**src/rtl/board_pkg.sv**
```systemverilog
// Shared types and constants for the gravity board loader.
package board_pkg;

    typedef enum logic [1:0] {
        ST_OK        = 2'd0,
        ST_COL_FULL  = 2'd1,
        ST_BAD_COL   = 2'd2,
        ST_BAD_PIECE = 2'd3
    } drop_status_t;

    typedef enum logic [1:0] {
        S_IDLE  = 2'd0,
        S_CHECK = 2'd1,
        S_WRITE = 2'd2,
        S_CLEAR = 2'd3
    } loader_state_t;

    localparam int unsigned EMPTY_CELL = '0;

endpackage

```
**src/rtl/column_stack.sv**
```systemverilog
// One board column: a stack of cells filled bottom-up, with a height counter.
module column_stack #(
    parameter  int unsigned ROWS   = 6,
    parameter  int unsigned CELL_W = 2,
    localparam int unsigned ROW_W  = $clog2(ROWS + 1)
) (
    input  logic                     clk,
    input  logic                     rst,
    input  logic                     push,
    input  logic                     clr,
    input  logic [CELL_W-1:0]        piece,
    output logic [ROW_W-1:0]         height,
    output logic                     full,
    output logic [ROWS*CELL_W-1:0]   cells
);

    logic [ROW_W-1:0]       height_q;
    logic [ROWS*CELL_W-1:0] cells_q;

    // Clear wins over push; a full column is never written.
    always_ff @(posedge clk or negedge rst) begin
        if (!rst) begin
            height_q <= '0;
            cells_q  <= '0;
        end else if (clr) begin
            height_q <= '0;
            cells_q  <= '0;
        end else if (push && !full) begin
            for (int r = 0; r < ROWS; r++) begin
                if (height_q == ROW_W'(r)) begin
                    cells_q[r*CELL_W +: CELL_W] <= piece;
                end
            end
            height_q <= height_q + ROW_W'(1);
        end
    end

    // Expose state; full is a plain decode of the height.
    always_comb begin
        height = height_q;
        cells  = cells_q;
        full   = (height_q == ROW_W'(ROWS));
    end

endmodule

```
**src/rtl/gravity_board_loader.sv**
```systemverilog
// COLS x ROWS gravity board: drop handshake, validity checks, status report and column-wise clear.
module gravity_board_loader
    import board_pkg::*;
#(
    parameter  int unsigned COLS   = 7,
    parameter  int unsigned ROWS   = 6,
    parameter  int unsigned CELL_W = 2,
    localparam int unsigned COL_W  = $clog2(COLS),
    localparam int unsigned ROW_W  = $clog2(ROWS + 1)
) (
    input  logic                          clk,
    input  logic                          rst,
    input  logic                          drop_valid,
    output logic                          drop_ready,
    input  logic [COL_W-1:0]              drop_col,
    input  logic [CELL_W-1:0]             drop_piece,
    input  logic                          clear,
    output logic                          done,
    output logic [1:0]                    status,
    output logic [COL_W-1:0]              placed_col,
    output logic [ROW_W-1:0]              placed_row,
    output logic                          board_full,
    output logic [COLS*ROWS*CELL_W-1:0]   board_flat
);

    loader_state_t     state_q, state_d;
    logic [COL_W-1:0]  col_q, clr_cnt_q, placed_col_q;
    logic [CELL_W-1:0] piece_q;
    logic              done_q, board_full_q, board_full_d, accept;
    drop_status_t      status_q, chk_status;
    logic [ROW_W-1:0]  placed_row_q, sel_height;
    logic [COLS-1:0]   push, clr, col_full, will_full;
    logic [ROW_W-1:0]  heights [COLS];

    for (genvar c = 0; c < COLS; c++) begin : g_col
        column_stack #(
            .ROWS   (ROWS),
            .CELL_W (CELL_W)
        ) u_col (
            .clk    (clk),
            .rst    (rst),
            .push   (push[c]),
            .clr    (clr[c]),
            .piece  (piece_q),
            .height (heights[c]),
            .full   (col_full[c]),
            .cells  (board_flat[c*ROWS*CELL_W +: ROWS*CELL_W])
        );
    end

    // State register.
    always_ff @(posedge clk or negedge rst) begin
        if (!rst) state_q <= S_IDLE;
        else      state_q <= state_d;
    end

    // Next-state: clear has priority over a drop in IDLE.
    always_comb begin
        state_d = state_q;
        unique case (state_q)
            S_IDLE: begin
                if (clear)           state_d = S_CLEAR;
                else if (drop_valid) state_d = S_CHECK;
            end
            S_CHECK: state_d = S_WRITE;
            S_WRITE: state_d = S_IDLE;
            S_CLEAR: if (clr_cnt_q == COL_W'(COLS - 1)) state_d = S_IDLE;
            default: state_d = S_IDLE;
        endcase
    end

    // Drop validation on the captured column/piece; bad column is checked first
    // so an out-of-range index never selects a height.
    always_comb begin
        sel_height = '0;
        for (int c = 0; c < COLS; c++) begin
            if (col_q == COL_W'(c)) sel_height = heights[c];
        end
        if (32'(col_q) >= COLS)                     chk_status = ST_BAD_COL;
        else if (piece_q == CELL_W'(EMPTY_CELL))    chk_status = ST_BAD_PIECE;
        else if (sel_height == ROW_W'(ROWS))        chk_status = ST_COL_FULL;
        else                                        chk_status = ST_OK;
    end

    // Outputs and per-column strobes.
    always_comb begin
        drop_ready = (state_q == S_IDLE) && !clear;
        accept     = drop_valid && drop_ready;
        for (int c = 0; c < COLS; c++) begin
            push[c]      = (state_q == S_CHECK) && (chk_status == ST_OK) && (col_q == COL_W'(c));
            clr[c]       = (state_q == S_CLEAR) && (clr_cnt_q == COL_W'(c));
            will_full[c] = col_full[c] || (push[c] && (heights[c] == ROW_W'(ROWS - 1)));
        end
        board_full_d = board_full_q;
        if (state_q == S_CHECK && chk_status == ST_OK) board_full_d = &will_full;
        else if (state_q == S_CLEAR)                   board_full_d = 1'b0;
        done       = done_q;
        status     = status_q;
        placed_col = placed_col_q;
        placed_row = placed_row_q;
        board_full = board_full_q;
    end

    // Capture, clear counter and result registers.
    always_ff @(posedge clk or negedge rst) begin
        if (!rst) begin
            col_q        <= '0;
            piece_q      <= '0;
            clr_cnt_q    <= '0;
            done_q       <= 1'b0;
            status_q     <= ST_OK;
            placed_col_q <= '0;
            placed_row_q <= '0;
            board_full_q <= 1'b0;
        end else begin
            if (accept) begin
                col_q   <= drop_col;
                piece_q <= drop_piece;
            end
            if (state_q == S_CLEAR) clr_cnt_q <= clr_cnt_q + COL_W'(1);
            else                    clr_cnt_q <= '0;
            done_q <= (state_q == S_CHECK);
            if (state_q == S_CHECK) begin
                status_q     <= chk_status;
                placed_col_q <= col_q;
                placed_row_q <= (chk_status == ST_OK) ? sel_height : '0;
            end
            board_full_q <= board_full_d;
        end
    end

endmodule

```
**config.mk**
```make
export PLATFORM = sky130hd
export DESIGN_NAME = gravity_board_loader
export DESIGN_NICKNAME = d
export VERILOG_FILES = /design/src/rtl/board_pkg.sv /design/src/rtl/column_stack.sv /design/src/rtl/gravity_board_loader.sv
export SDC_FILE = /design/constraint.sdc
export NUM_CORES = 1
export LEC_CHECK = 0
export ABC_AREA = 1
export CELL_PAD_IN_SITES_DETAIL_PLACEMENT = 0
export CELL_PAD_IN_SITES_GLOBAL_PLACEMENT = 1
export CORE_MARGIN = 4
export CORE_UTILIZATION = 39
export CTS_CLUSTER_DIAMETER = 50
export DETAILED_ROUTE_END_ITERATION = 8
export PLACE_DENSITY = 0.81
export SYNTH_ARGS = -nofsm -noshare
export SYNTH_HDL_FRONTEND = slang
export SYNTH_SLANG_ARGS = --single-unit
```
**constraint.sdc**
```tcl
create_clock -name clk -period 2.7 [get_ports clk]
set_clock_uncertainty 0.15 [all_clocks]
set_input_delay 0.675 -clock clk [delete_from_list [all_inputs] [get_ports clk]]
set_output_delay 0.675 -clock clk [all_outputs]
set_load 0.05 [all_outputs]
```
=== Word-level counts from Yosys, hierarchy flattened ===
Index checks and enable logic that the tools add are counted.

* Register bits: 125
* Latch bits: 0
* RAM bits: 0
* Bits in read-only memories: 0
* Input bits: 9
* Logic and storage cells: 367
* Memories: 0

* Add/sub/neg operators: 8
* $mul: 0
* Div/mod/pow operators: 0
* Magnitude comparators: 1
* Equal/unequal tests: 60
* Shifts and indexed selects: 0
* Multiplexer cells: 88
* Bitwise gates (word level): 0
* Reductions and logical operators: 152

{| class="wikitable"
|+ Operator list
! cell !! count
|-
| $mux W12 || 14
|-
| $reduce_bool A2 Y1 || 50
|-
| $mux W2 || 47
|-
| $reduce_and A2 Y1 || 43
|-
| $eq A3 B3 Y1 const B || 28
|-
| $mux W3 || 23
|-
| $eq A3 B2 Y1 const B || 18
|-
| $logic_and A1 B1 Y1 || 31
|-
| $eq A3 B1 Y1 const B || 9
|-
| $logic_not A3 Y1 || 9
|-
| $add A3 B1 Y3 const B || 8
|-
| $logic_not A1 Y1 || 8
|-
| $pmux W2 S4 || 1
|-
| $logic_or A1 B1 Y1 || 7
|-
| $reduce_and A7 Y1 || 1
|-
| $logic_not A2 Y1 || 3
|-
| $eq A2 B2 Y1 const B || 2
|-
| $ge A3 B3 Y1 const B || 1
|-
| $mux W1 || 3
|-
| $ne A3 B3 Y1 const B || 1
|-
| $eq A2 B1 Y1 const B || 1
|-
| $ne A2 B1 Y1 const B || 1
|}

=== Depth between registers and ports, before layout ===
Gate-level depths: netlist of the first run.

* Depth in word-level cells: 19
* Depth in mapped cells: 17

=== By module ===
Synthesis of the first run repeated with hierarchy kept, for this count alone.

* Cells, all modules: 848
* Area, all modules: 6673.9 um^2

{| class="wikitable"
|+ By module, submodules not included
! module !! times used !! cells an instance !! area each (um^2)
|-
| column_stack || 7 || 95 || 763.2
|-
| gravity_board_loader || 1 || 183 || 1331.3
|}

=== Least setup slack after synthesis of the first run ===
OpenSTA, ideal clock, no wires.

* Path type: register -> register
* Start: reg state_q[1]
* End: reg col_q[0]
* Library setup time: 0.130 ns
* Data arrival time: 1.959 ns
* Required time: 2.420 ns
* Slack: 0.462 ns
* Cell stages (with the launch flop): 6
* Path buffers: 0
* Clock period less this slack: 2.238 ns
* Cell sequence: dfrtp_1 or2_2 nor2_1 nand2_1 nor2_1 a21oi_1

* Word-level cells in the longest chain between the ends: 3

{| class="wikitable"
|+ RTL lines
! what !! line !! RTL
|-
| start, declared || gravity_board_loader.sv:26 || <nowiki>loader_state_t state_q, state_d;</nowiki>
|-
| start signal, assigned || gravity_board_loader.sv:54 || <nowiki>else state_q <= state_d;</nowiki>
|-
| $logic_not A2 Y1 || gravity_board_loader.sv:87 || <nowiki>drop_ready = (state_q == S_IDLE) && !clear;</nowiki>
|-
| $logic_and A1 B1 Y1 || gravity_board_loader.sv:87 ||
|-
| named net drop_ready || gravity_board_loader.sv:14 || <nowiki>output logic drop_ready,</nowiki>
|-
| $logic_and A1 B1 Y1 || gravity_board_loader.sv:88 || <nowiki>accept = drop_valid && drop_ready;</nowiki>
|-
| end signal, assigned || gravity_board_loader.sv:117 || <nowiki>col_q <= drop_col;</nowiki>
|-
| end, declared || gravity_board_loader.sv:27 || <nowiki>logic [COL_W-1:0] col_q, clr_cnt_q, placed_col_q;</nowiki>
|}

The timed path passes the listed nets, and every way through them passes these cells.
A chain may end at the register's enable or synchronous reset.

=== Worst setup path after layout of the first run ===
* Start: reg placed_row_q[2], in the netlist placed_row[2]
* End: out placed_row[2]

{| class="wikitable"
|+ RTL lines
! what !! line !! RTL
|-
| start, declared || gravity_board_loader.sv:31 || <nowiki>logic [ROW_W-1:0] placed_row_q, sel_height;</nowiki>
|-
| start signal, assigned || gravity_board_loader.sv:126 || <nowiki>placed_row_q <= (chk_status == ST_OK) ? sel_height : '0;</nowiki>
|-
| end, declared || gravity_board_loader.sv:21 || <nowiki>output logic [ROW_W-1:0] placed_row,</nowiki>
|}

No word-level cell between the ends.

==> run metrics, run 1 <==
Nets around 960; maximum root-to-sink buffer count 2; die height 137 µm; Inserted Clock Buffers 17; synth top area cells dfrtp_1 48%, nand2_1 14%, ha_1 7.7%; Synth Cell Area 0.00650 mm²; Final ANT Viol Nets 0; CTS sink cnt 125; core area 0.0161 mm²; initial antenna violation count 0; most frequent cell after synthesis nand2_1; routed len/inst 14.0 µm; leakage 0.00416 µW; CP Buf/Inv Count 1; Skew-Pair Late Insertion Delay 0.42 ns; Post-DP HPWL 11,800 µm; most frequent cells after synthesis 246 x nand2_1, 125 x dfrtp_1, 94 x inv_1; Area Overhead vs Synth 30.6%; post-layout util between 50 and 60%; synthesized area per cell approximately 8.4 µm²; power per cell area 1090 mW/mm²; Worst EP required between 1.5 and 2 ns; # IOs between 100 and 150; setup_tns 0 ns; Final Hold Fails 0; RSZ-0062 raised after global routing no; synthesis warning total 0; starting DRC count in detailed routing 221; diode count 0; slew margin rel. 62.8%; # DRC 0; Crit-path slowest cell clkdlybuf4s50_1; Initial Util 40.3%; Post-synth EDFFs 0; CTS root buffer clkbuf_16; first-pass GRT wire length 26,600 µm; Vias/cell 4.70; post-synth top area share 48.1%; Pins Over Slew Limit 0; share of cells above drive strength 1 a little over a tenth; unique cell type count in the Yosys netlist 39; Seq cells post-synth 125; critical path class flop to primary output; DIE AREA between 0.015 and 0.02 mm²; fin crit period 2.46 ns; vias in the first global route 5,286; largest net degree at the start of global routing 55; FF-to-FF path depth 12; Reg2Reg Setup Slack 0.28 ns; gr ovfl total 0; Peak VDD IR ~0.00061 V; Critical Path AT 1.63 ns; actual slew at the worst max-slew pin ~0.56 ns; ys flop type dfrtp_1; status finished, final reports clean; Pre-antenna DRT Iters 5; Worst-path clk slew 0.05 ns; Die Wd 137 µm; Std-Cell Rows 46; CP delay by family, top buffers and inverters; crit path launch type flop; gp weighted congestion 0.855; Mapped Cells between 700 and 800; via count 5,337; CTS tree yes; CP Cell Sequence clkdlybuf4s50_1; Max Cap Viol 0; HP Class flop to flop; fmax 407 MHz; Worst path depth 1; Buffers on Ports 103; # H-tree levels 4; sequential share of the synthesized area around 48%; CP max stage delay 0.84 ns; Post-Route WL 15,900 µm; GR Util All Layers 18.2%; endpoints failing setup 0; WHS Path Cells 2; top cell type by total area after synthesis dfrtp_1; setup bufs post-CTS 0; fin crit share 90.9%; ys async rst share between 90% and 100%; Synth Net Count 826; capturing element type of the critical path primary output; CP max FO 2
## flip-flops by register name, indices dropped and copies added, names as in the netlist
register / flops
clr_cnt_q: 3
col_q: 3
status: 2
state_q: 2
g_col.u_col.height: 21
placed_row: 3
board_full: 1
done: 1
g_col.u_col.cells: 84
piece_q: 2
placed_col: 3
## power by group
| part | leakage [µW] | internal [µW] | switching [µW] |
|---|---|---|---|
| Sequential | 0.00166 | 2390 | 396 |
| Combinational | 0.00221 | 1300 | 2940 |
| Clock | 0.000289 | 1430 | 795 |
| Total | 0.00416 | 5130 | 4130 |
## path summary, 6_finish.rpt
kind | from | to
min in group asynchronous | rst | g_col[5].u_col.cells[8]$_DFFE_PN0P_
hold reg to reg | g_col[4].u_col.cells[9]$_DFFE_PN0P_ | g_col[4].u_col.cells[9]$_DFFE_PN0P_
max in group asynchronous | rst | g_col[4].u_col.cells[9]$_DFFE_PN0P_
setup / recovery | placed_row[2]$_DFFE_PN0P_ | placed_row[2]
hold / removal | g_col[4].u_col.cells[9]$_DFFE_PN0P_ | g_col[4].u_col.cells[9]$_DFFE_PN0P_
setup reg to reg | col_q[2]$_DFFE_PN0P_ | g_col[5].u_col.cells[4]$_DFFE_PN0P_
## layout by cell type, fill, tap and decap left out, types with 2 or more instances in the layout
cell / n
a21oi_1: 10
a22o_1: 2
buf_12: 3
buf_4: 13
clkbuf_1: 3
clkbuf_16: 17
clkbuf_8: 7
clkdlybuf4s50_1: 101
clkinv_2: 3
dfrtp_1: 125
ha_1: 40
inv_1: 94
inv_2: 10
nand2_1: 246
nand2_2: 6
nand3_1: 54
nand3_2: 5
nand3_4: 2
nand4_1: 6
nand4_4: 4
nor2_1: 51
nor2_2: 2
nor2_4: 5
nor3_1: 5
o21ai_0: 58
o21ai_1: 15
o21ai_2: 8
o22ai_1: 7
## kinds of logic after synthesis
logic type	share of synthesized area, %
simple gates	28.0
buf+inv	7.01
fa+ha+maj	7.70
compound gates	9.13
flops	48.1
## routing by layer
| layer | vias up | GRT usage (%) | share of wire (%) |
|---|---|---|---|
| met5 | - | 0 | 0 |
| li1 | 2745 | - | - |
| met3 | 10 | 3.68 | 3.9 |
| met2 | 90 | 27.8 | 46 |
| met1 | 2492 | 25.5 | 49 |
| met4 | 0 | 6.76 | 1.1 |
## stage by stage
step | instance area (µm²) | hold slack [ns] | instances | worst slack [ns] | power (µW)
finish | 8480 | 0.318 | 1135 | 0.245 | 9260
global route | 8480 | 0.344 | 1135 | 0.00766 | 9880
CTS | 8480 | 0.325 | 1135 | 0.229 | 9360
detailed placement | 7880 | 0.311 | 1102 | 0.273 | 7060
global placement | 7880 | 0.307 | 1102 | 0.313 | 7040
floorplan | 6500 | 0.229 | 777 | 0.462 | 5650
## what timing repair did
item	4_1_cts	5_1_grt
hold buffers	1	0
gates resized for setup	0	1
setup endpoints to repair	0	1
endpoints found under the hold margin	6	0
## final cells by class
cell class              count  area, µm²
fillers                  1556       7630
clock buffers              27        533
repair buffers            118       1180
inverters                 106        400
clock inverters             5       52.6
multi-input cells         538       2920
flip-flops and latches    125       3130
well taps                 216        270
Note: power is estimated with default switching activity, not from simulation.
==> run 2, diff against run 1 <==
SLEW_MARGIN = 20   (was default)
TNS_END_PERCENT = 1   (was default)
==> results of run 2 <==
The final DEF is identical to that of run 1; final timing and power are the same.
==> run 3, diff against run 2 <==
CAP_MARGIN = 5   (was default)
PLACE_DENSITY = 0.82   (was 0.81)
==> run metrics, run 3 (synthesized netlist as in run 1, its figures left out) <==
capturing element type of the critical path flop; Inserted Clock Buffers 17 (unchanged); fin crit share 91.1% (+0.21 points); DIE AREA 0.0188 mm² (unchanged); actual slew at the worst max-slew pin 0.540 ns (-0.0173 ns); Initial Util 40.3% (unchanged); post-layout util 52.1% (-0.58 points); Pre-antenna DRT Iters 5 (unchanged); FF-to-FF End g_col[1].u_col.cells[1]$_DFFE_PN0P_; fin crit period 2.46 ns (+0.00554 ns); post_cts resized 0 (unchanged); RSZ-0062 raised after global routing no; # IOs 104 (unchanged); Area Overhead vs Synth 29.1%; die height 137 µm (unchanged); maximum root-to-sink buffer count 2 (unchanged); Post-Route WL 15,800 µm (-0.88%); CTS root buffer clkbuf_16; setup bufs post-CTS 0 (unchanged); status finished, final reports clean; fmax 406 MHz (-0.23%); Skew-Pair Late Insertion Delay 0.42 ns (about the same); routed len/inst 14.0 µm (-0.44%); Buffers on Ports 103 (unchanged); register share of total power 30.9% (+0.8 points); vias in the first global route 5,239 (-0.89%); leakage 0.00412 µW (-0.88%); crit path launch type flop; gr ovfl total 0 (unchanged); max reg flops 84 (unchanged); CP most frequent cell nand2_1; largest net degree at the start of global routing 48 (-13%); core area 0.0161 mm² (unchanged); power per cell area 1080 mW/mm² (-1.5%); P_sw 4130 µW (about the same); setup_tns 0 ns (unchanged); gp weighted congestion 0.809 (-5.3%); via count 5,332 (-0.094%); starting DRC count in detailed routing 289 (+31%); CP max stage delay 0.43 ns (-0.41 ns); Crit-path slowest cell dfrtp_1; worst r2r src col_q[2]$_DFFE_PN0P_; Max Cap Viol 0 (unchanged); CTS Hold Bufs 0 (-1); Critical Path AT 2.62 ns (+0.99 ns); Post-DP HPWL 11,800 µm (-0.16%); Reg2Reg Setup Slack 0.24 ns (-0.04 ns); Nets 951 (-0.42%); Internal Dissipation 4890 µW (-4.6%); combinational power share 46.6% (+0.8 points); FF-to-FF path depth 14 (+2); diode count 0 (unchanged); CP Cell Sequence inv_2 -> nand3_1 -> o21ai_0 -> inv_1 -> nand2_1 -> nand2_1 -> a21oi_2 -> nand2_8 -> nand4_4 -> nand2_1 -> o21ai_2 -> inv_2 -> nand2_1 -> nand2_1; HP Class primary input to async pin; slew margin rel. 63.9% (+1.2 points); switching share of power 45.8% (+1.2 points); commonest non-fill, non-tap cell in the layout nand2_1; CTS sink cnt 125 (unchanged); Die Wd 137 µm (unchanged); Peak VDD IR 0.000606 V (-1.1%); Final Hold Fails 0 (unchanged); # H-tree levels 4 (unchanged); initial antenna violation count 0 (unchanged); Vias/cell 4.72 (+0.35%); most frequent cells in the layout 246 x nand2_1, 125 x dfrtp_1, 101 x clkdlybuf4s50_1; CP max FO 18 (+16); first-pass GRT wire length 26,500 µm (-0.42%); Clock power frac 22.5% (-1.6 points); GR Util All Layers 18.2% (+0.042 points); Final ANT Viol Nets 0 (unchanged); Std-Cell Rows 46 (unchanged); Worst EP required 2.86 ns (+0.98 ns); critical path class flop to flop; endpoints failing setup 0 (unchanged); CTS tree yes; share of cells above drive strength 1 10.2% (-0.27 points); Pins Over Slew Limit 0 (unchanged); # DRC 0 (unchanged); Worst-path clk slew 0.06 ns (about the same)
run 3: critical path, delay by kind of cell, from the launching register on:
kind            cells  cell delay, ns
simple gates        8            0.83
compound gates      3            0.63
buf+inv             3            0.31
flops               1            0.43
run 3: layout make-up:
cell class	count	area, µm²
multi-input combinational	538	2910
tap	216	270
clock buffer	22	474
timing repair buffer	114	1160
inverter	106	400
clock inverter	9	45.0
fill	1531	7720
sequential	125	3130
run 3: through the flow:
step / instance area [µm²] / cells / hold WS (ns) / worst slack (ns) / power, µW
2_1_floorplan: 6500 / 777 / 0.229 / 0.462 / 5650
3_3_place_gp: 7870 / 1099 / 0.308 / 0.324 / 7030
3_5_place_dp: 7870 / 1099 / 0.309 / 0.300 / 7050
4_1_cts: 8390 / 1130 / 0.0671 / 0.218 / 9130
5_1_grt: 8390 / 1130 / 0.0896 / 0.00637 / 9620
6_report: 8390 / 1130 / 0.0708 / 0.239 / 9020
run 3: how the worst max path moves through the flow:
| stage | to | slack [ns] | cells past startpoint | from |
|---|---|---|---|---|
| after floorplan | col_q[0]$_DFFE_PN0P_ | 0.46 | 5 | state_q[1]$_DFFE_PN0P_ |
| after global placement | drop_ready | 0.32 | 3 | clear |
| after detailed placement | g_col[6].u_col.cells[5]$_DFFE_PN0P_ | 0.30 | 11 | col_q[1]$_DFFE_PN0P_ |
| after CTS | placed_col[0] | 0.22 | 1 | placed_col[0]$_DFFE_PN0P_ |
| after global routing | g_col[0].u_col.cells[1]$_DFFE_PN0P_ | 0.006 | 12 | col_q[2]$_DFFE_PN0P_ |
| final | g_col[1].u_col.cells[1]$_DFFE_PN0P_ | 0.24 | 14 | col_q[2]$_DFFE_PN0P_ |
run 3: per-layer routing:
layer / GRT usage [%] / wire, µm
met2: 28.2 / 7370
met1: 24.9 / 7610
met3: 5.40 / 676
met4: 4.99 / 146
met5: 0 / 0
run 3: power by group through the flow:
stage | Sequential (µW) | Combinational (µW) | Clock [µW]
global route | 2860 | 4580 | 2170
global placement | 2810 | 4210 | 0
floorplan | 3970 | 1680 | 0
CTS | 2800 | 4250 | 2090
finish | 2790 | 4200 | 2030
detailed placement | 2820 | 4230 | 0
